[src/rtl/phase_sequencer.sv]
// rtl/phase_sequencer.sv - multicycle phase sequencer with run/step/stall/halt and retired-instruction count
// Optional PC breakpoint enabled by defining PHASE_SEQ_BREAKPOINT_EN.
module phase_sequencer #(
  parameter int NUM_PHASES = 5,
  parameter int PHASE_W    = 3,
  parameter int CNT_W      = 16,
  parameter int ADDR_W     = 16
) (
  input  logic               clk,
  input  logic               rst,
  input  logic               exec,
  input  logic               step_mode,
  input  logic               stall,
  input  logic               halt_req,
  input  logic [ADDR_W-1:0]  pc,
`ifdef PHASE_SEQ_BREAKPOINT_EN
  input  logic [ADDR_W-1:0]  bp_addr,
  input  logic               bp_en,
  output logic               bp_hit,
`endif
  output logic [PHASE_W-1:0] phase,
  output logic               executing,
  output logic               pc_e,
  output logic [CNT_W-1:0]   instr_count
);

  typedef enum logic {IDLE, RUN} state_t;

  localparam logic [PHASE_W-1:0] ONE  = PHASE_W'(1);
  localparam logic [PHASE_W-1:0] LAST = PHASE_W'(NUM_PHASES);

  state_t     state;
  logic [2:0] sync;
  logic       press;
  logic       stop_pend;
  logic       stop_now;

  // sync[1:0] synchronise the button, sync[2] delays it for falling-edge detection
  assign press    = sync[2] & ~sync[1];
  assign stop_now = stop_pend | press | halt_req | step_mode;

`ifdef PHASE_SEQ_BREAKPOINT_EN
  logic first_instr;
  logic bp_match;
  // first instruction after a start never matches, so a resume steps past the breakpoint
  assign bp_match = bp_en && (pc == bp_addr) && !first_instr && (phase == ONE);
`else
  logic unused_pc;
  assign unused_pc = ^pc;
`endif

  always_ff @(posedge clk or negedge rst) begin
    if (!rst) begin
      state       <= IDLE;
      phase       <= '0;
      executing   <= 1'b0;
      pc_e        <= 1'b0;
      instr_count <= '0;
      stop_pend   <= 1'b0;
      sync        <= 3'b111;
`ifdef PHASE_SEQ_BREAKPOINT_EN
      bp_hit      <= 1'b0;
      first_instr <= 1'b0;
`endif
    end else begin
      sync <= {sync[1:0], exec};
      pc_e <= 1'b0;
      case (state)
        IDLE: begin
          if (press) begin
            state     <= RUN;
            phase     <= ONE;
            executing <= 1'b1;
            stop_pend <= 1'b0;
`ifdef PHASE_SEQ_BREAKPOINT_EN
            bp_hit      <= 1'b0;
            first_instr <= 1'b1;
`endif
          end
        end
        RUN: begin
          if (press) stop_pend <= 1'b1;
          if (!stall) begin
            if (phase != LAST) begin
              phase <= phase + ONE;
              pc_e  <= (phase == LAST - ONE);
`ifdef PHASE_SEQ_BREAKPOINT_EN
              if (bp_match) begin
                stop_pend <= 1'b1;
                bp_hit    <= 1'b1;
              end
`endif
            end else begin
              instr_count <= instr_count + CNT_W'(1);
`ifdef PHASE_SEQ_BREAKPOINT_EN
              first_instr <= 1'b0;
`endif
              if (stop_now) begin
                state     <= IDLE;
                phase     <= '0;
                executing <= 1'b0;
              end else begin
                phase <= ONE;
              end
            end
          end
        end
      endcase
    end
  end

endmodule

[config.mk]
export PLATFORM = sky130hd
export DESIGN_NAME = phase_sequencer
export DESIGN_NICKNAME = d
export VERILOG_FILES = /design/src/rtl/phase_sequencer.sv
export SDC_FILE = /design/constraint.sdc
export NUM_CORES = 1
export LEC_CHECK = 0
export CORE_MARGIN = 1.5
export CORE_UTILIZATION = 32
export DETAILED_ROUTE_END_ITERATION = 10
export PLACE_DENSITY = 0.68
export RECOVER_POWER = 100
export SETUP_SLACK_MARGIN = 0.15
export SLEW_MARGIN = 20
export SYNTH_ARGS = -nofsm -noshare
export SYNTH_HDL_FRONTEND = slang
export SYNTH_SLANG_ARGS = --single-unit
export TNS_END_PERCENT = 100
[constraint.sdc]
create_clock -name clk -period 1.9 [get_ports clk]
set_input_delay 0.19 -clock clk [delete_from_list [all_inputs] [get_ports clk]]
set_output_delay 0.19 -clock clk [all_outputs]
set_load 0.02 [all_outputs]
== Yosys cells after proc, flatten, opt, wreduce, memory -nomap -nowiden ==
Cells that the tools add are included.
Widths: inputs -> output; s select.
Storage, ports and cells
  flip-flop bits (word level): 26
  bits of input ports: 22
  output and inout port bits: 21
  word-level logic and storage cells: 48
Cells by class
  add/subtract/negate cells: 2
  eq/ne operators: 7
  muxes and demuxes: 20
  bitwise gates (word level): 8
  reductions and logical operators: 4
Operator list (number)
  $add 16x1->16 const B: 1
  $mux 1: 13
  $mux 3: 3
  $ne 2x2->1 const B: 3
  $pmux 1 s2: 3
  $pmux 3 s2: 1
  $ne 2x1->1 const B: 2
  $not 1->1: 4
  $reduce_and 2->1: 2
  $reduce_and 4->1: 1
  $add 3x1->3 const B: 1
  $eq 3x3->1 const B: 1
  $ne 3x3->1 const B: 1
  $or 1x1->1: 3
  $reduce_and 3->1: 1
  $and 1x1->1: 1

== Depth between registers and ports, before layout ==
  word-level depth: 9
  mapped depth: 5
  depth with buffers taken out: 4

== Least setup slack after synthesis ==
OpenSTA, ideal clock, no wires.
  path kind: flip-flop to flip-flop
  from: register phase[1]
  to: register instr_count[8]
  library setup time: 0.129 ns
  arrival: 1.548 ns
  slack: 0.223 ns
  cell stages (with the launch flop): 5
  buffers on the path: 0
  clock period less this slack: 1.677 ns
  path through: dfrtp_1 -> and4bb_4 -> and4_4 -> or3b_1 -> xnor2_1
On the way
  longest elaborated chain between the ends: 3
RTL lines
  from (decl): line 21  | output logic [PHASE_W-1:0] phase,
  from (signal assigned): line 85  | phase <= phase + ONE;
  $ne 3x3->1: line 84  | if (phase != LAST) begin
  $not 1->1 (no source line)
  $reduce_and 3->1 (no source line)
  to (signal assigned): line 94  | instr_count <= instr_count + CNT_W'(1);
  to (decl): line 24  | output logic [CNT_W-1:0] instr_count
Every way passes these cells.
A chain may end at the register's enable or synchronous reset.

== Final worst setup path ==
  from: register phase[0]
  to: output port phase[0]
No word-level cell between the ends.

==> results.txt <==
Initial Util -> 0.336
Dominant cells by area after synthesis -> dfrtp_1 51%, xnor2_1 10%, dfstp_2 7.0%
Sequential share of the synthesized area -> 0.579
Synth Area per Inst -> 11.5 um^2
Fin nets -> 154
Die W -> 62.4 um
Core footprint -> 0.00336 mm^2
Max FO, Critical Path -> 8
Root Buffer -> clkbuf_4
IO Port Bufs -> 26
Leak pwr -> 0.662 nW
Slew headroom -> 0.0626
Sum Neg Setup Slack -> 0 ns
Period utilisation layout -> 0.892
Worst-Margin Slew -> 1.41 ns
Post-route DRC violation count -> 0
Critical Path Sink Type -> primary output
RSZ-0062 raised after global routing -> no
Endpoints failing setup -> 0
Largest net degree at the start of global routing -> 27
Async SR Flop Fraction -> 1.00
Register area -> 654 um^2
Final antenna-violating net count -> 0
FMAX -> 0.590 GHz
Clock skew -> 0.00284 ns
Worst Path Class, Setup -> reg -> out
Fillers -> 356
GRT Overall Usage -> 0.121
Hold_sp -> sync[0]
Post-CTS sizing -> 0
Crit path largest cell delay -> 0.71 ns
Vias per std cell -> 4.68
ANT cells -> 0
Worst path cell trace -> dlygate4sd3_1
Max Slew Vio Count -> 0
Hold_buf cts -> 0
Routed via count -> 824
Tmin final -> 1.69 ns
H-tree depth -> 1
Top_reg_cell synth -> dfrtp_1
Mapped Cells -> 98
R2R Setup Slk -> 0.28 ns
Routed WL -> 2120 um
Delay-heaviest family, CP -> buffers and inverters
CTS buffer count -> 3
Critical path data required time -> 1.71 ns
Wire length per cell -> 12.1 um
Worst skew pair latency -> 0.31 ns
Synth Register Bits -> 26
Hold endpoint -> sync[1]
Hold Fails Final Rpt -> 0
Post-synth cell types -> 26
P per Cell Area -> 951 mW/mm^2
Post-Syn Nets -> 121
Area grow syn2layout -> 31.6%
Cell row count -> 21
Pre-antenna DRT Iters -> 4
First-pass GRT wire length -> 3790 um
Reg2reg end -> instr_count[5]
Max Root-Sink Buffers -> 2
GPL Wtd Cong -> 0.772
Layout cells sized above 1 -> 0.0846
Die area -> 0.00390 mm^2
Initial drt markers -> 27
Mapped Area -> 0.00113 mm^2
Number of max-cap violations -> 0
CP startpoint kind -> flip-flop
Number of flops mapped to enable cells by yosys -> 0
Hold path depth -> 0
Slowest CP cell -> dlygate4sd3_1
Status -> finished, final reports clean
Hpwl dp -> 1580 um
Area of the multi-input gates -> 455 um^2
Tot Pwr -> 1.41 mW
Hold Path Class -> reg -> reg
Worst path bufs/invs -> 1
R2r startpoint -> state
Arrival @ worst endpoint -> 1.50 ns
VDD IR max -> 0.600 mV
Vias in the first global route -> 822
CTS Sinks -> 26
Die Ht -> 62.4 um
Postcts setup bufs -> 0
Post-synth top cells -> 23 x dfrtp_1, 13 x xnor2_1, 12 x nand2_1
Total grt overflow -> 0
Dominant cell by count in the synthesized netlist -> dfrtp_1
Synthesis Warnings -> 0
Worst Reg-to-Reg Cells -> 5
CTS tree -> done
Synth top area share -> 0.509
Largest area contributor in the netlist -> dfrtp_1
Initial antenna violation count -> 0
Io pins -> 43
Clock-pin slew on the worst setup and hold paths -> 0.14 ns
[worst max path at each step]
stage | startpoint | to | slack [ns] | cells past startpoint
4_1_cts | phase[0] | phase[0] | 0.24 | 1
5_1_grt | phase[0] | phase[0] | 0.11 | 1
6_report | phase[0] | phase[0] | 0.21 | 1
3_3_place_gp | stall | instr_count[8] | 0.08 | 5
3_5_place_dp | stall | instr_count[8] | 0.07 | 5
2_1_floorplan | phase[1] | instr_count[8] | 0.22 | 4
[stage by stage]
stage | util | instance area [um^2] | setup slack, ns | hold slack [ns] | instances
3_5_place_dp | 0.435 | 1460 | 0.0675 | 0.347 | 172
3_3_place_gp | 0.435 | 1460 | 0.0764 | 0.346 | 172
6_report | 0.442 | 1490 | 0.205 | 0.371 | 176
4_1_cts | 0.446 | 1500 | 0.237 | 0.226 | 176
5_1_grt | 0.442 | 1490 | 0.112 | 0.380 | 176
2_1_floorplan | - | 1130 | 0.223 | -0.106 | 98
[area by class of cell]
type | instances | area share
tap | 46 | 0.0387
sequential | 26 | 0.440
timing repair buffer | 29 | 0.183
multi-input combinational | 68 | 0.306
inverter | 3 | 0.00758
clock buffer | 4 | 0.0244
[cells by family (layout without fill, tap and decap cells)]
| logic type | count (synthesis) | in the layout | synth area share |
|---|---|---|---|
| AOI/OAI and AO/OA | 7 | 7 | 0.0377 |
| xor gates and xnor gates | 15 | 15 | 0.116 |
| adders and majority gates | 1 | 1 | 0.0111 |
| buffers and inverters | 4 | 36 | 0.0166 |
| DFF | 26 | 26 | 0.579 |
| muxes | 4 | 4 | 0.0388 |
| and+or+nand+nor | 41 | 41 | 0.200 |
[power breakdown]
part	total [mW]	switching [mW]	internal, mW
Clock	0.277	0.160	0.117
Combinational	0.388	0.189	0.199
Sequential	0.748	0.108	0.640
[placed cells by master, fill, tap and decap left out]
master,count
dfrtp_1,23
dlygate4sd3_1,22
xnor2_1,13
nand2_1,12
nand3_1,5
nor2b_1,4
nor2_1,4
clkdlybuf4s50_1,4
inv_1,3
nand4_1,3
nor3_1,3
a21oi_1,3
mux2_2,3
clkbuf_4,3
clkbuf_1,3
and2_1,2
and3_1,2
xor2_1,2
o21ai_0,2
dfstp_2,2
nor4_1,1
and4bb_4,1
o22a_1,1
and4_2,1
and4_1,1
or3b_1,1
and2_0,1
mux2i_1,1
a22o_1,1
ha_1,1
clkbuf_8,1
dfstp_1,1
[metal layers]
layer / up-vias / wire (um) / track usage / share of wire
li1: 397 / - / - / -
met1: 401 / 933 / 0.148 / 0.44
met2: 24 / 1060 / 0.204 / 0.50
met3: 2 / 115 / 0.0432 / 0.054
met4: 0 / 8 / 0.0250 / 0.0038
met5: - / 0 / 0 / 0
[sequential cells by signal (all words and copies together), names as in the netlist]
| register | count |
|---|---|
| stop_pend | 1 |
| instr_count | 16 |
| executing | 1 |
| phase | 3 |
| pc_e | 1 |
| state | 1 |
| sync | 3 |
Note: power is estimated with default switching activity, not from simulation.
